File: config.mk
export PLATFORM = sky130hd
export DESIGN_NAME = spi_eeprom_responder
export DESIGN_NICKNAME = d
export VERILOG_FILES = /design/src/rtl/spi_eeprom_responder.sv
export SDC_FILE = /design/constraint.sdc
export NUM_CORES = 2
export LEC_CHECK = 0
export ABC_AREA = 0
export CAP_MARGIN = 10
export CORE_ASPECT_RATIO = 0.5
export CORE_MARGIN = 10
export CORE_UTILIZATION = 55
export CTS_CLUSTER_DIAMETER = 50
export DETAILED_ROUTE_END_ITERATION = 16
export PLACE_DENSITY = 0.7
export SLEW_MARGIN = 5
export SYNTH_ARGS = -nofsm -noshare
export SYNTH_HDL_FRONTEND = slang
export SYNTH_SLANG_ARGS = --single-unit
File: constraint.sdc
create_clock -name CLK_I -period 4.65 [get_ports CLK_I]
set_input_delay 1.395 -clock CLK_I [delete_from_list [all_inputs] [get_ports CLK_I]]
set_output_delay 1.395 -clock CLK_I [all_outputs]
set_load 0.05 [all_outputs]
File: src/rtl/spi_eeprom_responder.sv
// SPI mode-0 slave modelling a 128-byte serial EEPROM (25AA010A-class).
// All SPI pins are oversampled in the CLK_I domain; nothing is clocked by SCK.
module spi_eeprom_responder #(
    parameter int ADDR_W       = 7,
    parameter int PAGE_W       = 4,
    parameter int WRITE_CYCLES = 1000,
    parameter int SYNC_STAGES  = 2
) (
    input  logic CLK_I,
    input  logic RST_N_I,
    input  logic SCK_I,
    input  logic CS_N_I,
    input  logic SI_I,
    output logic SO_O,
    output logic SO_OE_O,
    output logic WIP_O
);

    localparam int          DEPTH = 1 << ADDR_W;
    localparam int unsigned PAGE  = 1 << PAGE_W;
    localparam int          TW    = $clog2(WRITE_CYCLES + 1);

    localparam logic [7:0] OP_WRITE = 8'h02;
    localparam logic [7:0] OP_READ  = 8'h03;
    localparam logic [7:0] OP_WRDI  = 8'h04;
    localparam logic [7:0] OP_RDSR  = 8'h05;
    localparam logic [7:0] OP_WREN  = 8'h06;

    localparam logic [2:0] S_IDLE   = 3'd0;
    localparam logic [2:0] S_CMD    = 3'd1;
    localparam logic [2:0] S_ADDR   = 3'd2;
    localparam logic [2:0] S_RD     = 3'd3;
    localparam logic [2:0] S_STATUS = 3'd4;
    localparam logic [2:0] S_WR     = 3'd5;
    localparam logic [2:0] S_IGNORE = 3'd6;

    logic [SYNC_STAGES-1:0] sck_sync, cs_sync, si_sync;
    logic                   sck_s, cs_s, si_s, sck_d, cs_d;
    logic                   sck_rise, sck_fall, cs_rise, cs_fall, byte_done;
    logic [2:0]             state, state_nxt, bit_cnt;
    logic [6:0]             shift_in;
    logic [7:0]             rx_byte, cmd, tx_sr, status;
    logic [ADDR_W-1:0]      ptr, rx_addr;
    logic [TW-1:0]          timer;
    logic                   wel, wip, commit;
    logic [PAGE-1:0]        mask;
    logic [7:0]             mem     [DEPTH];
    logic [7:0]             pagebuf [PAGE];

    assign sck_s     = sck_sync[SYNC_STAGES-1];
    assign cs_s      = cs_sync[SYNC_STAGES-1];
    assign si_s      = si_sync[SYNC_STAGES-1];
    assign sck_rise  = sck_s & ~sck_d & ~cs_s;
    assign sck_fall  = ~sck_s & sck_d & ~cs_s;
    assign cs_fall   = ~cs_s & cs_d;
    assign cs_rise   = cs_s & ~cs_d;
    assign byte_done = sck_rise && (bit_cnt == 3'd7);
    assign rx_byte   = {shift_in, si_s};
    assign rx_addr   = rx_byte[ADDR_W-1:0];
    assign wip       = (timer != '0);
    assign status    = {6'b0, wel, wip};
    assign WIP_O     = wip;
    // A partial trailing byte (bit_cnt != 0) or an empty buffer aborts the write.
    assign commit    = cs_rise && (state == S_WR) && (bit_cnt == 3'd0) && wel && !wip && (|mask);

    always_ff @(posedge CLK_I or negedge RST_N_I) begin
        if (!RST_N_I) begin
            sck_sync <= '0;
            cs_sync  <= '1;
            si_sync  <= '0;
            sck_d    <= 1'b0;
            cs_d     <= 1'b1;
        end else begin
            sck_sync <= {sck_sync[SYNC_STAGES-2:0], SCK_I};
            cs_sync  <= {cs_sync[SYNC_STAGES-2:0], CS_N_I};
            si_sync  <= {si_sync[SYNC_STAGES-2:0], SI_I};
            sck_d    <= sck_s;
            cs_d     <= cs_s;
        end
    end

    always_comb begin
        state_nxt = state;
        if (cs_rise) begin
            state_nxt = S_IDLE;
        end else begin
            case (state)
                S_IDLE: if (!cs_s) state_nxt = S_CMD;
                S_CMD: if (byte_done) begin
                    if (rx_byte == OP_RDSR)                              state_nxt = S_STATUS;
                    else if (!wip && (rx_byte == OP_READ || rx_byte == OP_WRITE)) state_nxt = S_ADDR;
                    else                                                 state_nxt = S_IGNORE;
                end
                S_ADDR: if (byte_done) state_nxt = (cmd == OP_READ) ? S_RD : S_WR;
                default: state_nxt = state;
            endcase
        end
    end

    always_ff @(posedge CLK_I or negedge RST_N_I) begin
        if (!RST_N_I) begin
            state    <= S_IDLE;
            bit_cnt  <= '0;
            shift_in <= '0;
            cmd      <= '0;
            ptr      <= '0;
            tx_sr    <= '0;
            SO_O     <= 1'b0;
            SO_OE_O  <= 1'b0;
            wel      <= 1'b0;
            timer    <= '0;
            mask     <= '0;
        end else begin
            state <= state_nxt;
            if (cs_fall)       bit_cnt <= '0;
            else if (sck_rise) bit_cnt <= bit_cnt + 3'd1;
            if (sck_rise) shift_in <= rx_byte[6:0];

            if (byte_done) begin
                case (state)
                    S_CMD: begin
                        // Opcodes arriving while busy are neutralised so IGNORE has no effect.
                        cmd <= (wip && rx_byte != OP_RDSR) ? 8'h00 : rx_byte;
                        if (rx_byte == OP_RDSR) tx_sr <= status;
                    end
                    S_ADDR: begin
                        if (cmd == OP_READ) begin
                            tx_sr <= mem[rx_addr];
                            ptr   <= rx_addr + ADDR_W'(1);
                        end else begin
                            ptr   <= rx_addr;
                        end
                    end
                    S_RD: begin
                        tx_sr <= mem[ptr];
                        ptr   <= ptr + ADDR_W'(1);
                    end
                    S_STATUS: tx_sr <= status;
                    S_WR: begin
                        mask[ptr[PAGE_W-1:0]] <= 1'b1;
                        ptr[PAGE_W-1:0]       <= ptr[PAGE_W-1:0] + PAGE_W'(1);
                    end
                    default: ;
                endcase
            end else if (sck_fall && (state == S_RD || state == S_STATUS)) begin
                SO_O  <= tx_sr[7];
                tx_sr <= {tx_sr[6:0], 1'b0};
            end

            SO_OE_O <= (state_nxt == S_RD) || (state_nxt == S_STATUS);
            if (!(state_nxt == S_RD || state_nxt == S_STATUS)) SO_O <= 1'b0;

            if (commit)           timer <= TW'(WRITE_CYCLES);
            else if (timer != '0) timer <= timer - TW'(1);

            if (commit) wel <= 1'b0;
            else if (cs_rise && state == S_IGNORE) begin
                if (cmd == OP_WREN)      wel <= 1'b1;
                else if (cmd == OP_WRDI) wel <= 1'b0;
            end

            if (cs_fall || cs_rise) mask <= '0;
        end
    end

    always_ff @(posedge CLK_I) begin
        if (state == S_WR && byte_done) pagebuf[ptr[PAGE_W-1:0]] <= rx_byte;
        if (commit) begin
            for (int unsigned i = 0; i < PAGE; i++) begin
                if (mask[i]) mem[{ptr[ADDR_W-1:PAGE_W], PAGE_W'(i)}] <= pagebuf[i];
            end
        end
    end

endmodule
* Word-level counts from Yosys, hierarchy flattened
Memory sizes are Yosys's and may differ from the RTL's. Index checks and enable logic that the tools add are counted. Widths: inputs -> output; s select.
Storage, ports and cells: input bits 5, output and inout bits 3, register bits after elaboration 73, memories kept 2, ROM bits 0, RAM bits 1152, latch bits 0
Memories:
- mem | words 128, width 8, read ports 2, clocked after Yosys merged registers in 0, wr ports 16, RTL line 47 | logic [7:0] mem [DEPTH];
- pagebuf | words 16, width 8, read ports 16, clocked after Yosys merged registers in 0, wr ports 1, RTL line 48 | logic [7:0] pagebuf [PAGE];
Operators by class: reduce and logical (&&, ||, !) cells 37, equality and inequality tests 21, shift operators 0, muxes and demuxes 83, $mul 0, bitwise logic cells 11, $lt $le $gt $ge 2, add/sub/neg operators 5, div/mod/pow operators 0
Operators with widths (count):
- $mux 1 | 58
- $mux 16 | 3
- $mux 8 | 5
- $pmux 8 s4 | 1
- $mux 3 | 9
- $eq 8x2->1 const B | 3
- $eq 8x3->1 const B | 3
- $mux 10 | 2
- $or 16x16->16 | 1
- $reduce_or 16->1 | 1
- $eq 3x3->1 const B | 5
- $add 7x1->7 const B | 2
- $reduce_bool 2->1 | 7
- $logic_and 1x1->1 | 12
- $pmux 4 s3 | 1
- $reduce_and 2->1 | 6
- $reduce_bool 10->1 | 1
- $sub 10x1->10 const B | 1
- $eq 3x2->1 const B | 3
- $pmux 3 s3 | 1
- $ne 8x3->1 const B | 1
- $mux 7 | 1
- $and 1x1->1 | 6
- $logic_not 3->1 | 2
- 15 further kinds | 24

* Depth between registers and ports, before layout
word-level depth 12, depth in mapped cells 15, gate-level depth less buffers 10

* Worst setup path after synthesis
OpenSTA, ideal clock, no wires.
path type register to register, start point register shift_in[0], end point register tx_sr[4], slack 1.406 ns, period minus slack after synthesis 3.244 ns, stages on the path, launching flop included 16, buffers on the path 6, data arrival time 3.109 ns, data required time 4.516 ns, cells stage by stage dfrtp_1 buf_2 buf_2 buf_2 buf_2 buf_1 inv_1 ha_1 nand3_1 nand2_1 a211oi_1 a211o_1 clkbuf_1 nor2_1 a21oi_1 o31ai_1
On the way: longest elaborated chain between the ends 4, elaborated cells on any way between the ends 7, those cells by class eq/ne: 2; mux: 3; reduce/logical: 1; memory: 1
RTL lines:
- start: declaration | RTL line 41 | logic [6:0] shift_in;
- start signal: assignment | RTL line 117 | if (sck_rise) shift_in <= rx_byte[6:0];
- $mem_v2 128x8
- $mux 8 | RTL line 127 | if (cmd == OP_READ) begin
- $pmux 8 s4 | RTL line 120 | case (state)
- $mux 8 | RTL line 119 | if (byte_done) begin
- end signal: assignment | RTL line 124 | if (rx_byte == OP_RDSR) tx_sr <= status;
- end signal: assignment | RTL line 128 | tx_sr <= mem[rx_addr];
- end signal: assignment | RTL line 135 | tx_sr <= mem[ptr];
- end: declaration | RTL line 42 | logic [7:0] rx_byte, cmd, tx_sr, status;
Parallel ways exist; a longest one is shown, timed or not. The select of a mux whose other input is x is not followed. A chain may end at the register's enable or synchronous reset.

* Worst setup path after layout
start point register ptr[0], end point register tx_sr[7]
On the way: longest elaborated chain between the ends 3
RTL lines:
- start: declaration | RTL line 43 | logic [ADDR_W-1:0] ptr, rx_addr;
- start signal: assignment | RTL line 129 | ptr <= rx_addr + ADDR_W'(1);
- start signal: assignment | RTL line 131 | ptr <= rx_addr;
- start signal: assignment | RTL line 136 | ptr <= ptr + ADDR_W'(1);
- $mem_v2 128x8
- $pmux 8 s4 | RTL line 120
- $mux 8 | RTL line 119
No other way between the ends.

==> results.md <==
- Die width: 470 µm
- Final setup viols: 1
- Final period utilization: 100%
- WL/cell: 55.2 µm
- Synth top area cells: edfxtp_1 62%, mux4_2 22%, dfrtp_1 3.1%
- Tot GR Track Use: 43.6%
- Hold path endpoint: sck_sync[1]
- Vias in the first global route: 33400
- HP Start: sck_sync[0]
- FF-to-FF path depth: 10
- Fin nets: 3151
- CTS Buffer Depth: 3
- Failing checks: setup timing
- Syn Inst Count: 2962
- GR Overflow Total: 0
- CP Launch Type: register
- Required time of the critical path: 5.23 ns
- Port Buffers: 7
- Drt pass-1 iters: 7
- Slew headroom: 10.1%
- Fill count: 7081
- DR vias: 37500
- IO Count: 8
- Root buffer cell: clkbuf_16
- Num CTS Buffers: 107
- Synth-to-layout area growth: 12.2%
- Final wirelength: 254000 µm
- Adder-Cell Fraction of Synth Area: 0.314%
- Final Non-Filler Cells: 4596
- Setup Skew: 0.0263 ns
- Most numerous cell in the Yosys netlist: edfxtp_1
- Mux cell area share after synthesis: 24.2%
- DR vias/cell: 8.15
- Worst Max-Slew Pin Slew: 1.34 ns
- Synth cell count leaders: 1152 x edfxtp_1, 538 x mux4_2, 201 x nor2_1, 121 x nand2_1, 109 x mux2i_1
- Starting Density: 55.6%
- Iteration-0 DRC Markers: 8202
- Worst Hold Depth: 0
- Xor-xnor portion of the synthesized cell area: 0.157%
- Crit Path Max Fanout: 23
- Synthesized area: 0.0558 mm²
- Critical path capture point type: register
- Post-Place Setup Slack: 0.247 ns
- Final worst slack: -0.00680 ns
- Area taken by multi-input logic gates: 0.0182 mm²
- RSZ-0062 raised after global routing: no
- Status: complete, but fails checks
- Reg2Reg Setup Slack: -0.007 ns
- Critical R2R Launch: ptr[0]
- Sequential area share after synthesis: 65.3%
- Area occupied by registers: 0.0365 mm²
- MaxCap Viol Count: 0
- Post-synth EDFFs: 1152
- Die area: 0.115 mm²
- Min cycle time layout: 4.66 ns
- Clock slew at reported path FFs: 0.07 ns
- Maximum clock rate: 0.215 GHz
- CTS tree: built
- Synth warnings: 0
- Slew Viols, Final: 0
- CTS H-tree depth: 3
- Row count: 82
- Type of the worst min-delay path: reg -> reg
- Clock Latency Late Sink: 0.76 ns
- Post-DP HPWL: 193000 µm
- Synth Area in Compound Gates: 3.68%
- Share of cells above drive strength 1: 32.5%
- Hold Fails Final Rpt: 0
- Largest net degree at the start of global routing: 63
- # placed instances: 4366
- Synth Area per Inst: 18.8 µm²
- Simple-Gate Fraction of Synth Area: 4.17%
- Remaining DRCs: 0
- Routability cong.: 1.11
- Core area: 0.100 mm²
- PwrDens: 392 mW/mm²
- Initial antenna violation count: 39
- Lkg Pwr: 19.6 nW
- Mapped Nets: 2981
- Die H: 245 µm
- Main combinational cell family by area after synthesis: multiplexers
- Setup CP Type: reg -> reg
- Global-route wire length before repair: 330000 µm
- Yosys cell types: 76
- Ys async rst share: 5.96%
- Synth area leader: edfxtp_1
- Clk sinks: 1225
- CP arrival: 5.24 ns
- #FFs+latches synth: 1225
- Worst vdd ir: 0.000402 V
- Reg2reg end: tx_sr[7]
- Worst Setup SP: ptr[0]
- Dominant synthesized flop cell: edfxtp_1
- Top-area cell type share of the netlist area: 62.0%
- DRT antenna net count: 0
what timing repair did:
item                                   CTS  global route
resized for setup                        1             0
setup endpoints to repair                1             0
endpoints found under the hold margin    0             0
hold buffers                             0             0
setup buffers                            1             0
state kept, by name, summed over array words and instances (netlist names), 2 cells and up:
register,count
tx_sr,8
pagebuf,128
ptr,7
bit_cnt,3
si_sync,2
timer,10
sck_sync,2
state,3
shift_in,7
mask,16
mem,1024
cmd,8
cs_sync,2
through the flow:
step	hold slack, ns	setup TNS, ns	util [%]	cell area [µm²]	power (mW)
floorplan	0.331	0	-	55800	13.6
global placement	0.345	0	58.7	58900	15.1
detailed placement	0.337	0	58.7	58900	15.1
CTS	0.359	0	62.3	62500	24.2
global route	0.369	0	62.3	62500	24.8
finish	0.354	-0.00680	62.3	62600	24.5
power by group:
group	switching, mW	internal, mW
combinational	1.95	0.907
clock	4.31	5.09
sequential	0.276	12.0
logic make-up (layout without fill, tap and decap cells):
group | Yosys count | in the layout
flip-flops | 1225 | 1225
multiplexers | 672 | 672
AND/OR/NAND/NOR | 502 | 502
AO/OA/AOI/OAI | 295 | 295
buffers and inverters | 244 | 507
adder cells (fa/ha/maj) | 14 | 14
XOR/XNOR | 10 | 10
other | 0 | 27
routing by layer:
metal  share of wire, %  vias to the layer above  global-route usage, %
li1                   -                    12900                      -
met1                 35                    19600                   57.9
met2                 38                     4394                   55.2
met3                 23                      611                   32.6
met4                3.9                       38                   12.0
met5               0.31                        -                   5.63
critical path, stage by stage, from the launching register on:
cell	delay [ns]
dfrtp_4	0.82
buf_12	0.31
buf_4	0.38
mux4_2	0.57
mux2_2	0.30
nand3_1	0.08
o2111ai_1	0.12
a31oi_1	0.39
nand3_1	0.17
a211oi_1	1.06
o32ai_1	0.19
area by class of cell:
type,count,area share (%)
clock inverters,74,1.25
clock buffers,128,4.51
flip-flops and latches,1225,58.3
well taps,1344,2.69
inverters,24,0.144
multi-input cells,1493,29.1
diodes,27,0.108
repair buffers,281,3.94
worst max path at each step:
| stage | end | slack (ns) |
|---|---|---|
| after CTS | WIP_O | 0.28 |
| after floorplan | tx_sr[4] | 1.41 |
| final | tx_sr[7] | -0.007 |
| after global placement | WIP_O | 0.23 |
| after detailed placement | WIP_O | 0.25 |
| after global routing | tx_sr[7] | 0.15 |
layout by cell type, fill, tap and decap left out, types with 10 or more instances in the layout:
cell       Yosys  final
mux4_2       538    538
a31oi_1       21     21
o21ai_0       50     50
o22ai_1       10     10
nand3_1       49     47
clkbuf_16      0    109
diode_2        0     27
a21oi_1       45     45
a221oi_1      11     11
nand2b_1      12     12
o211ai_1      20     20
nor4_1        13     11
clkbuf_1      92     17
clkinv_1       1     21
nor3_1        26     26
inv_1         20     20
dfrtp_1       70     59
buf_12         0     27
o21a_1        18     18
bufinv_16      0     13
mux2i_1      109    109
edfxtp_1    1152   1152
buf_4         31    246
nor2_1       201    199
nand2_1      121    121
a211oi_1      12     12
nand4_1       11     11
ha_1          14     14
mux2_2        25     25
a22oi_1       38     38
nor2b_1       17     17
clkinv_2       0     16
(Power assumes the default switching activity.)
